$ cat src/rtl/mac_v4_pkg.sv
// rtl/mac_v4_pkg.sv - shared widths, constants and types for the mac_v4 multiply-accumulate unit
package mac_v4_pkg;

  localparam int IN_W          = 4;
  localparam int OUT_W         = 10;
  localparam int NUM_TERMS_DEF = 4;
  localparam int CNT_W         = 4;

  localparam logic [OUT_W-1:0] SAT_VAL = 10'd1023;

  typedef logic [IN_W-1:0]   operand_t;
  typedef logic [2*IN_W-1:0] product_t;
  typedef logic [OUT_W-1:0]  acc_t;
  typedef logic [CNT_W-1:0]  cnt_t;

endpackage

$ cat src/rtl/mac_v4_mult.sv
// rtl/mac_v4_mult.sv - combinational unsigned IN_W x IN_W multiplier
module mac_v4_mult
  import mac_v4_pkg::*;
(
  input  logic [IN_W-1:0]   i_a,
  input  logic [IN_W-1:0]   i_b,
  output logic [2*IN_W-1:0] o_prod
);

  product_t w_a_ext;
  product_t w_b_ext;

  // Operands are widened first so the product keeps its full 2*IN_W bits.
  assign w_a_ext = {{IN_W{1'b0}}, i_a};
  assign w_b_ext = {{IN_W{1'b0}}, i_b};
  assign o_prod  = w_a_ext * w_b_ext;

endmodule

$ cat src/rtl/mac_v4.sv
// rtl/mac_v4.sv - windowed unsigned MAC; define MAC_V4_SAT_EN for saturating accumulation
module mac_v4
  import mac_v4_pkg::*;
#(
  parameter int NUM_TERMS = NUM_TERMS_DEF
) (
  input  logic             clk,
  input  logic             rst_n,
  input  logic [IN_W-1:0]  in1_IFM,
  input  logic [IN_W-1:0]  in2_IFM,
  input  logic             in_valid,
  output logic [OUT_W-1:0] out,
  output logic             out_valid
);

  localparam cnt_t LAST_CNT = cnt_t'(NUM_TERMS - 1);

  acc_t     r_acc;
  cnt_t     r_cnt;
  acc_t     r_out;
  logic     r_out_valid;

  product_t w_prod;
  acc_t     w_prod_ext;
  acc_t     w_sum;
  logic     w_last;

  mac_v4_mult u_mult (
    .i_a    (in1_IFM),
    .i_b    (in2_IFM),
    .o_prod (w_prod)
  );

  assign w_prod_ext = {{(OUT_W - 2*IN_W){1'b0}}, w_prod};
  assign w_last     = (r_cnt == LAST_CNT);

`ifdef MAC_V4_SAT_EN
  logic [OUT_W:0] w_sum_wide;

  // Carry out of the accumulator clamps to full scale; a clamped acc stays
  // clamped because any further carry clamps again.
  assign w_sum_wide = {1'b0, r_acc} + {1'b0, w_prod_ext};
  assign w_sum      = w_sum_wide[OUT_W] ? SAT_VAL : w_sum_wide[OUT_W-1:0];
`else
  assign w_sum = r_acc + w_prod_ext;
`endif

  always_ff @(posedge clk or negedge rst_n) begin
    if (!rst_n) begin
      r_acc       <= '0;
      r_cnt       <= '0;
      r_out       <= '0;
      r_out_valid <= 1'b0;
    end else begin
      r_out_valid <= 1'b0;
      if (in_valid) begin
        if (w_last) begin
          r_out       <= w_sum;
          r_out_valid <= 1'b1;
          r_acc       <= '0;
          r_cnt       <= '0;
        end else begin
          r_acc <= w_sum;
          r_cnt <= r_cnt + cnt_t'(1);
        end
      end
    end
  end

  assign out       = r_out;
  assign out_valid = r_out_valid;

endmodule

$ cat config.mk
export PLATFORM = sky130hd
export DESIGN_NAME = mac_v4
export DESIGN_NICKNAME = d
export VERILOG_FILES = /design/src/rtl/mac_v4_pkg.sv /design/src/rtl/mac_v4_mult.sv /design/src/rtl/mac_v4.sv
export SDC_FILE = /design/constraint.sdc
export NUM_CORES = 1
export LEC_CHECK = 0
export ABC_AREA = 0
export BUFFER_PORTS_ARGS = -buffer_cell sky130_fd_sc_hd__clkbuf_2
export CORE_MARGIN = 2
export CORE_UTILIZATION = 48
export CTS_CLUSTER_DIAMETER = 50
export DETAILED_ROUTE_END_ITERATION = 8
export PLACE_DENSITY = 0.7
export SLEW_MARGIN = 20
export SYNTH_ARGS = -nofsm -noshare
export SYNTH_HDL_FRONTEND = slang
export SYNTH_SLANG_ARGS = --single-unit
$ cat constraint.sdc
create_clock -name clk -period 4.7 [get_ports clk]
set_clock_uncertainty 0.1 [all_clocks]
set_input_delay 0.47 -clock clk [delete_from_list [all_inputs] [get_ports clk]]
set_output_delay 0.47 -clock clk [all_outputs]
set_load 0.05 [all_outputs]
==> summary.md, run 1 <==
| Metric | Value |
|---|---|
| Final Instance Count excl. Fillers | 247 |
| 1st-iter DRT viols | 92 |
| Synth unique cells | between 40 and 50 |
| Initial antenna violation count | 0 |
| Routability cong. | 0.8482 |
| Syn_area_per_cell | around 9.9 um2 |
| Final non-filler cell area | 1949 um2 |
| Reg2Reg Depth | 7 |
| Synth top area share | about 35% |
| Hold Crit Class | input pin to asynchronous set/reset pin |
| Die H | roughly 65 um |
| Gr usage total | approximately 17% |
| I/O pin cnt | 22 |
| Largest delay contributor family on the critical path | adder cells |
| Setup bufs post-CTS | 0 |
| Initial Util | about half |
| Sink Count | 25 |
| Seq. cell area | around 630 um2 |
| Final setup violation count | 0 |
| Most used cell, CP | fa_1 |
| DP Area | 1901 um2 |
| Run status | completed |
| Dpl cells | around 240 |
| Post-DR vias/cell | 5.474 |
| Static leakage | a little over 0.001 uW |
| FFs w/ async S/R, synth | 100.0% |
| Area Growth Syn to Fin | 10.18% |
| Max-cap check violation count | 0 |
| Share of layout cells above drive strength 1 | 14.07% |
| Synthesized flop and latch total | 25 |
| Syn nets | roughly 220 |
| Post-synth top cells | 25 x dfrtp_1, 23 x inv_1, 22 x nand2_1, 19 x ha_1 |
| Period minus WS final | 3.379 ns |
| Worst EP arrival | 3.47 ns |
| IO Port Bufs | 21 |
| Worst Tran Pin Value | 0.6112 ns |
| Top_reg_cell synth | dfrtp_1 |
| Max Root-Sink Buffers | 2 |
| Die width | roughly 65 um |
| Synth Cell Area | 1769 um2 |
| First-pass GRT wire length | between 5000 and 6000 um |
| Largest stage delay, worst path | between 0.5 and 0.6 ns |
| Top-count cell post-synth | dfrtp_1 |
| Wirelength per Cell | between 10 and 15 um |
| Ant diodes | 0 |
| Crit path cell chain | clkbuf_2 > nand2_1 > fa_1 > fa_1 > fa_1 > inv_1 > ha_1 > nand2b_1 > a211oi_1 > o21ai_0 > a21oi_1 |
| Synth area leaders | dfrtp_1 35%, ha_1 13%, fa_1 10% |
| Post-cts hold buffer count | 0 |
| Fin. Hold Viols | 0 |
| Post-synth top area cell | dfrtp_1 |
| Fmax | 0.2960 GHz |
| Final period utilization | between 70 and 80% |
| Multi-input logic area | 1023 um2 |
| GRT overflow | 0 |
| Crit path max-delay cell type | fa_1 |
| Crit start category | input pin |
| Number of enable flip-flop cells after synthesis | 0 |
| Maximum VDD drop | roughly 0.33 mV |
| Vias | approximately 1.4k |
| Dpl hpwl | between 2000 and 3000 um |
| CP required | roughly 4.8 ns |
| WP depth | 11 |
| Buffers plus inverters on the worst setup path | 2 |
| Slew HR | 59.26% |
| Die ar. | 4187 um2 |
| Sequential cell area fraction in the yosys report | 35.36% |
| Crit Path Class | input pin to flip-flop |
| Slew Limit Fails | 0 |
| Filler cells | 317 |
| Crit path max fanout | 4 |
| Setup TNS | 0 ns |
| Crit. End Element | flip-flop |
| Initial DRT Pass Iterations | 6 |
| Post_cts resized | 0 |
| # rows | 22 |
| Clock buffer count from CTS | 3 |
| CTS tree | yes |
| Root Buffer | clkbuf_8 |
| RSZ-0062 raised after global routing | no |
| Antenna Violating Nets Remaining | 0 |
| CTS H-tree depth | 1 |
| PnR Total Power | around 1200 uW |
| Post-synthesis cell count | between 150 and 200 |
| # DRC | 0 |
| Clock latency on the worst-skew pair | 0.27 ns |
| Core Area | approximately 3600 um2 |
| Number of global-route vias before repair | roughly 1.3k |
| Largest net degree at the start of global routing | 26 |
| Nets | about 240 |
| Final wirelength | around 3300 um |
| Pwr dens | approximately 600 nW/um2 |
| Clock transition at path regs | approximately 0.090 ns |
| Syn. warnings | 0 |
==> path summary, 6_finish.rpt <==
path	start	to	slack (ns)
min reg2reg	out[9]	out[9]	0.39
min in group clk	out[9]	out[9]	0.39
max reg2reg	r_acc[2]	r_acc[9]	2.03
max	in1_IFM[0]	r_acc[9]	1.32
min	rst_n	out_valid	0.1
max in group asynchronous	rst_n	out[8]	4.00
==> report_power, final <==
part	leakage (uW)	internal, uW	switching [uW]
combinational	0.000675	227	458
sequential	0.000320	303	53.0
clock	0.0000217	60.0	68.1
==> per-stage QoR <==
step                hold WS [ns]  utilization (%)  setup slack [ns]
finish                   0.09573            54.06             1.321
CTS                       0.1126            54.06             1.340
detailed placement        0.3737            52.71             1.070
floorplan                0.07441                -             1.367
global placement          0.3611            52.71             1.110
global route              0.1308            54.06             1.130
==> sequential cells by signal, summed over array words and instances, names as in the netlist <==
register	count
out	10
out_valid	1
r_acc	10
r_cnt	4
==> cells in the final DEF, fill, tap and decap left out, drive strengths merged, types with 2 or more instances in the layout <==
master / synthesis / layout
ha: 19 / 19
xor2: 2 / 2
and2: 9 / 9
nor2: 3 / 3
a211oi: 3 / 3
o21ai: 7 / 7
a211o: 2 / 2
nand3: 4 / 4
fa: 9 / 9
nand2b: 3 / 3
nand4: 4 / 4
clkbuf: 3 / 24
and3: 2 / 2
a21oi: 4 / 4
nand2: 23 / 23
a22o: 2 / 2
o21a: 2 / 2
inv: 23 / 23
nor3: 2 / 2
a21o: 3 / 3
o2bb2ai: 3 / 3
o31ai: 2 / 2
xnor2: 2 / 2
o32ai: 2 / 2
dfrtp: 25 / 25
==> layer usage <==
metal  up-vias  GRT usage (%)  share of wire (%)
met5         -              0                  0
li1        662              -                  -
met1       662          22.31                 47
met2        24          29.90                 49
met3         4          3.646                3.0
met4         0          3.191                1.3
==> worst reg2reg max path, stage by stage (launching register included) <==
cell and delay [ns]:
dfrtp_1 0.42, fa_1 0.58, inv_1 0.07, fa_1 0.45
nand2b_1 0.21, a211oi_1 0.44, o21ai_0 0.17, a21oi_1 0.17
==> final cells by class <==
class / instances / share of cell area (%)
tap: 48 / 3.081
multi-input combinational: 126 / 52.50
clock inverter: 1 / 0.3851
inverter: 23 / 4.429
clock buffer: 3 / 2.118
timing repair buffer: 21 / 5.392
sequential: 25 / 32.09
==> logic make-up (layout without fill, tap and decap cells) <==
kind of cell | after synthesis | count (layout) | share of synthesized area [%]
AND/OR/NAND/NOR | 55 | 55 | 15.98
adder cells (fa/ha/maj) | 28 | 28 | 23.62
multiplexers | 2 | 2 | 1.202
AO/OA/AOI/OAI | 37 | 37 | 15.06
buffers and inverters | 28 | 48 | 6.789
XOR/XNOR | 4 | 4 | 1.981
flip-flops | 25 | 25 | 35.36
No activity file was read; power rests on OpenSTA's default activity.
==> run 2: changes to the inputs <==
==> constraint.sdc (replaced) <==
create_clock -name clk -period 3.2 [get_ports clk]
set_clock_uncertainty 0.1 [all_clocks]
set_input_delay 0.32 -clock clk [delete_from_list [all_inputs] [get_ports clk]]
set_output_delay 0.32 -clock clk [all_outputs]
set_load 0.05 [all_outputs]
==> run 2 against run 1 <==
Effect of this change: hold slack gained 0.26 ns; cell area increased by 8.2%; register-to-register slack got worse by 1.4 ns; sequential power is 47% higher; sequential share of layout area down 2.4 points; final cell count is 5.3% higher; global-route usage up 1.0 points; die area stayed put; largest cell class unchanged; first-iteration DRC count is 21% lower; non-clock buffer count increased by 13.
==> summary.md, run 2 (synthesis results as in run 1) <==
| Metric | Value |
|---|---|
| # DRC | 0 (unchanged) |
| Die ar. | 4187 um2 (unchanged) |
| Final period utilization | between 90% and 100% |
| Hold Crit Class | input pin to flip-flop (was input pin to asynchronous set/reset pin) |
| Part of the power in registers | 27.1% (was 30.5%) |
| Pwr dens | 914.0 nW/um2 (was 600.1 nW/um2) |
| Crit start category | input pin (unchanged) |
| Area Growth Syn to Fin | 19.17% (was 10.18%) |
| Maximum VDD drop | 0.4943 mV (was 0.3317 mV) |
| Routability cong. | 0.8431 (was 0.8482) |
| Run status | completed (unchanged) |
| Initial Util | 49.06% (unchanged) |
| Root Buffer | clkbuf_8 (unchanged) |
| Initial antenna violation count | 0 (unchanged) |
| Dpl hpwl | 2840 um (was 2646 um) |
| Slew HR | 59.58% (was 59.26%) |
| Period minus WS final | 3.111 ns |
| Fin. Hold Viols | 0 (unchanged) |
| Wirelength per Cell | 13.85 um (was 13.32 um) |
| Post-DR vias/cell | 5.435 (was 5.474) |
| Setup bufs post-CTS | 0 (unchanged) |
| Crit Path Class | input pin to flip-flop (unchanged) |
| Share of layout cells above drive strength 1 | 23.11% (was 14.07%) |
| Core Area | 3606 um2 (unchanged) |
| Ant diodes | 0 (unchanged) |
| Switch Pwr | 946.3 uW (was 579.5 uW) |
| Crit path max fanout | 4 (unchanged) |
| Sink Count | 25 (unchanged) |
| Vias | 1413 (was 1352) |
| # rows | 22 (unchanged) |
| Final setup violation count | 0 (unchanged) |
| PnR Total Power | 1927 uW (was 1170 uW) |
| Int Pwr | 980.6 uW (was 590.3 uW) |
| Die H | 64.71 um (unchanged) |
| Final wirelength | 3602 um (was 3289 um) |
| Dpl cells | 255 (was 243) |
| R2r startpoint | r_acc[2] (unchanged) |
| First-pass GRT wire length | 5982 um (was 5699 um) |
| Largest net degree at the start of global routing | 26 (unchanged) |
| Nets | 252 (was 239) |
| CTS tree | yes (unchanged) |
| CP Launch Point | in2_IFM[3] (was in1_IFM[0]) |
| Gr usage total | 18.27% (was 17.24%) |
| Max-cap check violation count | 0 (unchanged) |
| 1st-iter DRT viols | 73 (was 92) |
| R2r endpoint | r_acc[7] (was r_acc[9]) |
| Slew Limit Fails | 0 (unchanged) |
| Antenna Violating Nets Remaining | 0 (unchanged) |
| Clock transition at path regs | 0.09 ns (about the same) |
| I/O pin cnt | 22 (unchanged) |
| Crit. End Element | flip-flop (unchanged) |
| IO Port Bufs | 21 (unchanged) |
| Reg2Reg Setup Slack | 0.63 ns (was 2.03 ns) |
| Clock group share of total power | 9.7% (was 10.9%) |
| Fmax | ~0.32 GHz |
| Max Root-Sink Buffers | 2 (unchanged) |
| Die width | 64.71 um (unchanged) |
| CP required | 3.30 ns (was 4.79 ns) |
| Commonest cells after routing, fill and taps aside | 25 x dfrtp_1, 23 x inv_1, 22 x nand2_1 (unchanged) |
| Clock latency on the worst-skew pair | 0.27 ns (about the same) |
| Clock buffer count from CTS | 3 (unchanged) |
| Sw Share | 49.11% (was 49.54%) |
| Gate power share | 63.1% (was 58.6%) |
| GRT overflow | 0 (unchanged) |
| Filler cells | 322 (was 317) |
| Number of global-route vias before repair | 1329 (was 1315) |
| Reg2Reg Depth | 7 (unchanged) |
| Setup crit end | out[9] (was r_acc[9]) |
| CTS H-tree depth | 1 (unchanged) |
| Static leakage | 0.001097 uW (was 0.001017 uW) |
| Worst EP arrival | 3.21 ns (was 3.47 ns) |
| Commonest non-fill, non-tap cell in the layout | dfrtp_1 (unchanged) |
| Final Instance Count excl. Fillers | 260 (was 247) |
| Initial DRT Pass Iterations | 4 (was 6) |
| Worst Tran Pin Value | 0.6062 ns (was 0.6112 ns) |
## run 2: cell count changes in the layout (fill, tap and decap cells not counted), moves of 2 or more
| cell | before | now |
|---|---|---|
| nor2_1 | 3 | 1 |
| a211oi_4 | 0 | 2 |
| a211oi_1 | 3 | 0 |
| buf_4 | 0 | 12 |
## run 2: area by class of cell
cell class                 instances  area [um2]  share of cell area, %
tap                               48       60.06                  2.849
clock inverter                     1       7.507                 0.3561
multi-input combinational        126        1082                  51.34
inverter                          23       86.33                  4.095
clock buffer                       3       41.29                  1.958
timing repair buffer              34       205.2                  9.733
sequential                        25       625.6                  29.67
## run 2: worst max-delay path, stage by stage
cell,delay (ns)
clkbuf_2,0.09
buf_4,0.10
nand2_1,0.07
fa_1,0.54
inv_1,0.04
ha_1,0.30
fa_1,0.46
ha_1,0.36
nor2_2,0.24
a211oi_4,0.09
or4_1,0.48
nand3_1,0.10
## run 2: how the worst min path moves through the flow
stage / from / end / slack, ns / cells after the start
floorplan: rst_n / out[0] / -0.08 / 0
global placement: rst_n / out_valid / 0.25 / 1
detailed placement: rst_n / out[4] / 0.26 / 1
CTS: in_valid / r_cnt[0] / 0.36 / 2
global route: in_valid / r_acc[3] / 0.36 / 2
finish: in_valid / r_cnt[0] / 0.36 / 2
## run 2: power groups by stage
stage,Combinational [uW],Sequential (uW),Clock [uW]
final,1220,523,187
after global routing,1320,542,206
after detailed placement,1110,533,0
after floorplan,589,729,0
after CTS,1130,526,193
after global placement,1070,527,0
## run 2: layer usage
metal	vias to the layer above	part of all wire, %	track usage (%)
met1	703	43	22.62
met5	-	0	0
li1	683	-	-
met4	0	0.31	2.394
met2	25	53	33.38
met3	2	3.7	3.819
## run 2: metrics by stage
stage	hold slack [ns]	worst slack, ns	setup TNS, ns	instance area [um2]	utilization (%)
after floorplan	-0.07559	0.01725	0	1769	-
after global placement	0.2455	-0.2223	-1.244	1991	55.20
after detailed placement	0.2593	-0.2773	-1.756	1991	55.20
after CTS	0.3606	0.05120	0	2054	56.97
after global routing	0.3632	-0.003180	-0.003180	2108	58.47
final	0.3591	0.08941	0	2108	58.47
## run 2: what timing repair did
action                                  in CTS  in global routing
pin swaps                                    0                  1
endpoints found under the hold margin       25                  0
gates resized for setup                      1                 12
hold buffers                                 1                  0
endpoints found under the setup margin       1                  8
==> run 3: changes to the inputs <==
--- a/config.mk
+++ b/config.mk
@@ -12,6 +12,7 @@
 export CTS_CLUSTER_DIAMETER = 50
 export DETAILED_ROUTE_END_ITERATION = 8
 export PLACE_DENSITY = 0.7
+export RECOVER_POWER = 50
 export SLEW_MARGIN = 20
 export SYNTH_ARGS = -nofsm -noshare
 export SYNTH_HDL_FRONTEND = slang
==> run 3 against run 2 <==
Effect of this change: flip-flop and latch count did not move; critical path depth unchanged; cell area decreased by 0.18%; clock-buffer cell count did not move; critical path type unchanged; largest cell class unchanged.
==> summary.md, run 3 (synthesis results as in run 1) <==
| Metric | Value |
|---|---|
| Run status | completed (unchanged) |
| Final period utilization | 97.21% (about the same) |
| IO Port Bufs | 21 (unchanged) |
| Ant diodes | 0 (unchanged) |
| Clock buffer count from CTS | 3 (unchanged) |
| Area Growth Syn to Fin | 18.95% (was 19.17%) |
| Gate power share | 63.1% (about the same) |
| GRT overflow | 0 (unchanged) |
| Initial DRT Pass Iterations | 4 (unchanged) |
| Routability cong. | 0.8431 (unchanged) |
| Crit path cell chain | clkbuf_2 > buf_4 > nand2_1 > fa_1 > inv_1 > ha_1 > fa_1 > ha_1 > nor2_2 > a211oi_4 > or4_1 > nand3_1 (unchanged) |
| Part of the power in registers | 27.2% (was 27.1%) |
| Dpl hpwl | 2840 um (unchanged) |
| Int Pwr | 978.1 uW (was 980.6 uW) |
| Crit Path Class | input pin to flip-flop (unchanged) |
| Crit path max-delay cell type | fa_1 (unchanged) |
| # rows | 22 (unchanged) |
| # DRC | 0 (unchanged) |
| Multi-input logic area | 1082 um2 (unchanged) |
| Die ar. | 4187 um2 (unchanged) |
| Slew Limit Fails | 0 (unchanged) |
| CP required | 3.30 ns (about the same) |
| Sink Count | 25 (unchanged) |
| CP Launch Point | in2_IFM[3] (unchanged) |
| Antenna Violating Nets Remaining | 0 (unchanged) |
| First-pass GRT wire length | 5982 um (unchanged) |
| Fin. Hold Viols | 0 (unchanged) |
| Die H | 64.71 um (unchanged) |
| CTS H-tree depth | 1 (unchanged) |
| Period minus WS final | 3.111 ns (about the same) |
| Setup TNS | 0 ns (unchanged) |
| Filler cells | 325 (was 322) |
| Final setup violation count | 0 (unchanged) |
| Vias | 1412 (was 1413) |
| Pwr dens | 914.4 nW/um2 (was 914.0 nW/um2) |
| Static leakage | 0.001087 uW (was 0.001097 uW) |
| Fmax | 0.3215 GHz (about the same) |
| Dpl cells | 255 (unchanged) |
| Commonest non-fill, non-tap cell in the layout | dfrtp_1 (unchanged) |
| Core Area | 3606 um2 (unchanged) |
| R2r startpoint | r_acc[2] (unchanged) |
| Share of layout cells above drive strength 1 | 21.70% (was 23.11%) |
| WHS | 0.3592 ns (was 0.3591 ns) |
| Gr usage total | 18.27% (unchanged) |
| Die width | 64.71 um (unchanged) |
| Clock group share of total power | 9.7% (about the same) |
| Largest stage delay, worst path | 0.54 ns (about the same) |
| 1st-iter DRT viols | 74 (was 73) |
| Seq. cell area | 625.6 um2 (unchanged) |
| Switch Pwr | 946.3 uW (about the same) |
| Wirelength per Cell | 13.86 um (was 13.85 um) |
| Initial Util | 49.06% (unchanged) |
| CTS tree | yes (unchanged) |
| Maximum VDD drop | 0.4942 mV (was 0.4943 mV) |
| Setup bufs post-CTS | 0 (unchanged) |
| Number of global-route vias before repair | 1329 (unchanged) |
| Crit path max fanout | 4 (unchanged) |
| Commonest cells after routing, fill and taps aside | 25 x dfrtp_1, 23 x inv_1, 22 x nand2_1 (unchanged) |
| Max-cap check violation count | 0 (unchanged) |
| Initial antenna violation count | 0 (unchanged) |
| Clock latency on the worst-skew pair | 0.27 ns (about the same) |
| Largest net degree at the start of global routing | 26 (unchanged) |
| Worst hold start | in_valid (unchanged) |
| Slew HR | 12.91% (was 59.58%) |
| Crit start category | input pin (unchanged) |
| Clock transition at path regs | 0.09 ns (about the same) |
| Nets | 252 (unchanged) |
| Crit. End Element | flip-flop (unchanged) |
| Sw Share | 49.17% (was 49.11%) |
| Worst Tran Pin Value | 1.306 ns (was 0.6062 ns) |
| Hold Crit Class | input pin to flip-flop (unchanged) |
| Final Instance Count excl. Fillers | 260 (unchanged) |
| Final wirelength | 3604 um (was 3602 um) |
| Worst EP arrival | 3.21 ns (about the same) |
| Root Buffer | clkbuf_8 (unchanged) |
| I/O pin cnt | 22 (unchanged) |
| Max Root-Sink Buffers | 2 (unchanged) |
| Post-DR vias/cell | 5.431 (was 5.435) |
| PnR Total Power | 1924 uW (was 1927 uW) |
==> run 3: final cells by class <==
type	count	area share, %
Sequential cell	25	29.73
Multi-Input combinational cell	126	51.43
Timing Repair Buffer	34	9.572
Clock buffer	3	1.962
Clock inverter	1	0.3567
Inverter	23	4.102
Tap cell	48	2.854
==> run 3: through the flow <==
step | util (%) | worst slack [ns] | area (um2)
5_1_grt | 58.36 | -0.003180 | 2105
3_3_place_gp | 55.20 | -0.2223 | 1991
6_report | 58.36 | 0.08942 | 2105
4_1_cts | 56.97 | 0.05120 | 2054
2_1_floorplan | - | 0.01725 | 1769
3_5_place_dp | 55.20 | -0.2773 | 1991
==> run 3: worst max-delay path, delay by kind of cell <==
kind / cells / cell delay, ns
and+or+nand+nor: 4 / 0.89
buffers and inverters: 3 / 0.23
AOI/OAI and AO/OA: 1 / 0.09
adders and majority gates: 4 / 1.66
==> run 3: power groups by stage <==
stage / clock [uW] / sequential, uW / combinational (uW)
after floorplan: 0 / 729 / 589
after global placement: 0 / 527 / 1070
after detailed placement: 0 / 533 / 1110
after CTS: 193 / 526 / 1130
after global routing: 206 / 542 / 1320
final: 187 / 523 / 1210
==> run 3: layer usage <==
layer  wire length, um  GRT usage (%)
met5                 0              0
met3               133          3.819
met1              1554          22.62
met2              1904          33.38
met4                11          2.394
==> run 3: path summary, 6_finish.rpt <==
path	endpoint	slack, ns	cells past startpoint
setup / recovery	out[9]	0.09	12
hold / removal	r_cnt[0]	0.36	2
setup reg to reg	r_acc[7]	0.63	7
hold reg to reg	out[1]	0.38	2
max in group asynchronous	r_acc[5]	1.47	2
min in group asynchronous	r_cnt[2]	0.76	2
==> run 3: timing repair <==
item,CTS,global route
setup endpoints to repair,1,8
endpoints found under the hold margin,25,0
gates resized for setup,1,12
pin swaps,0,1
hold buffers,1,0
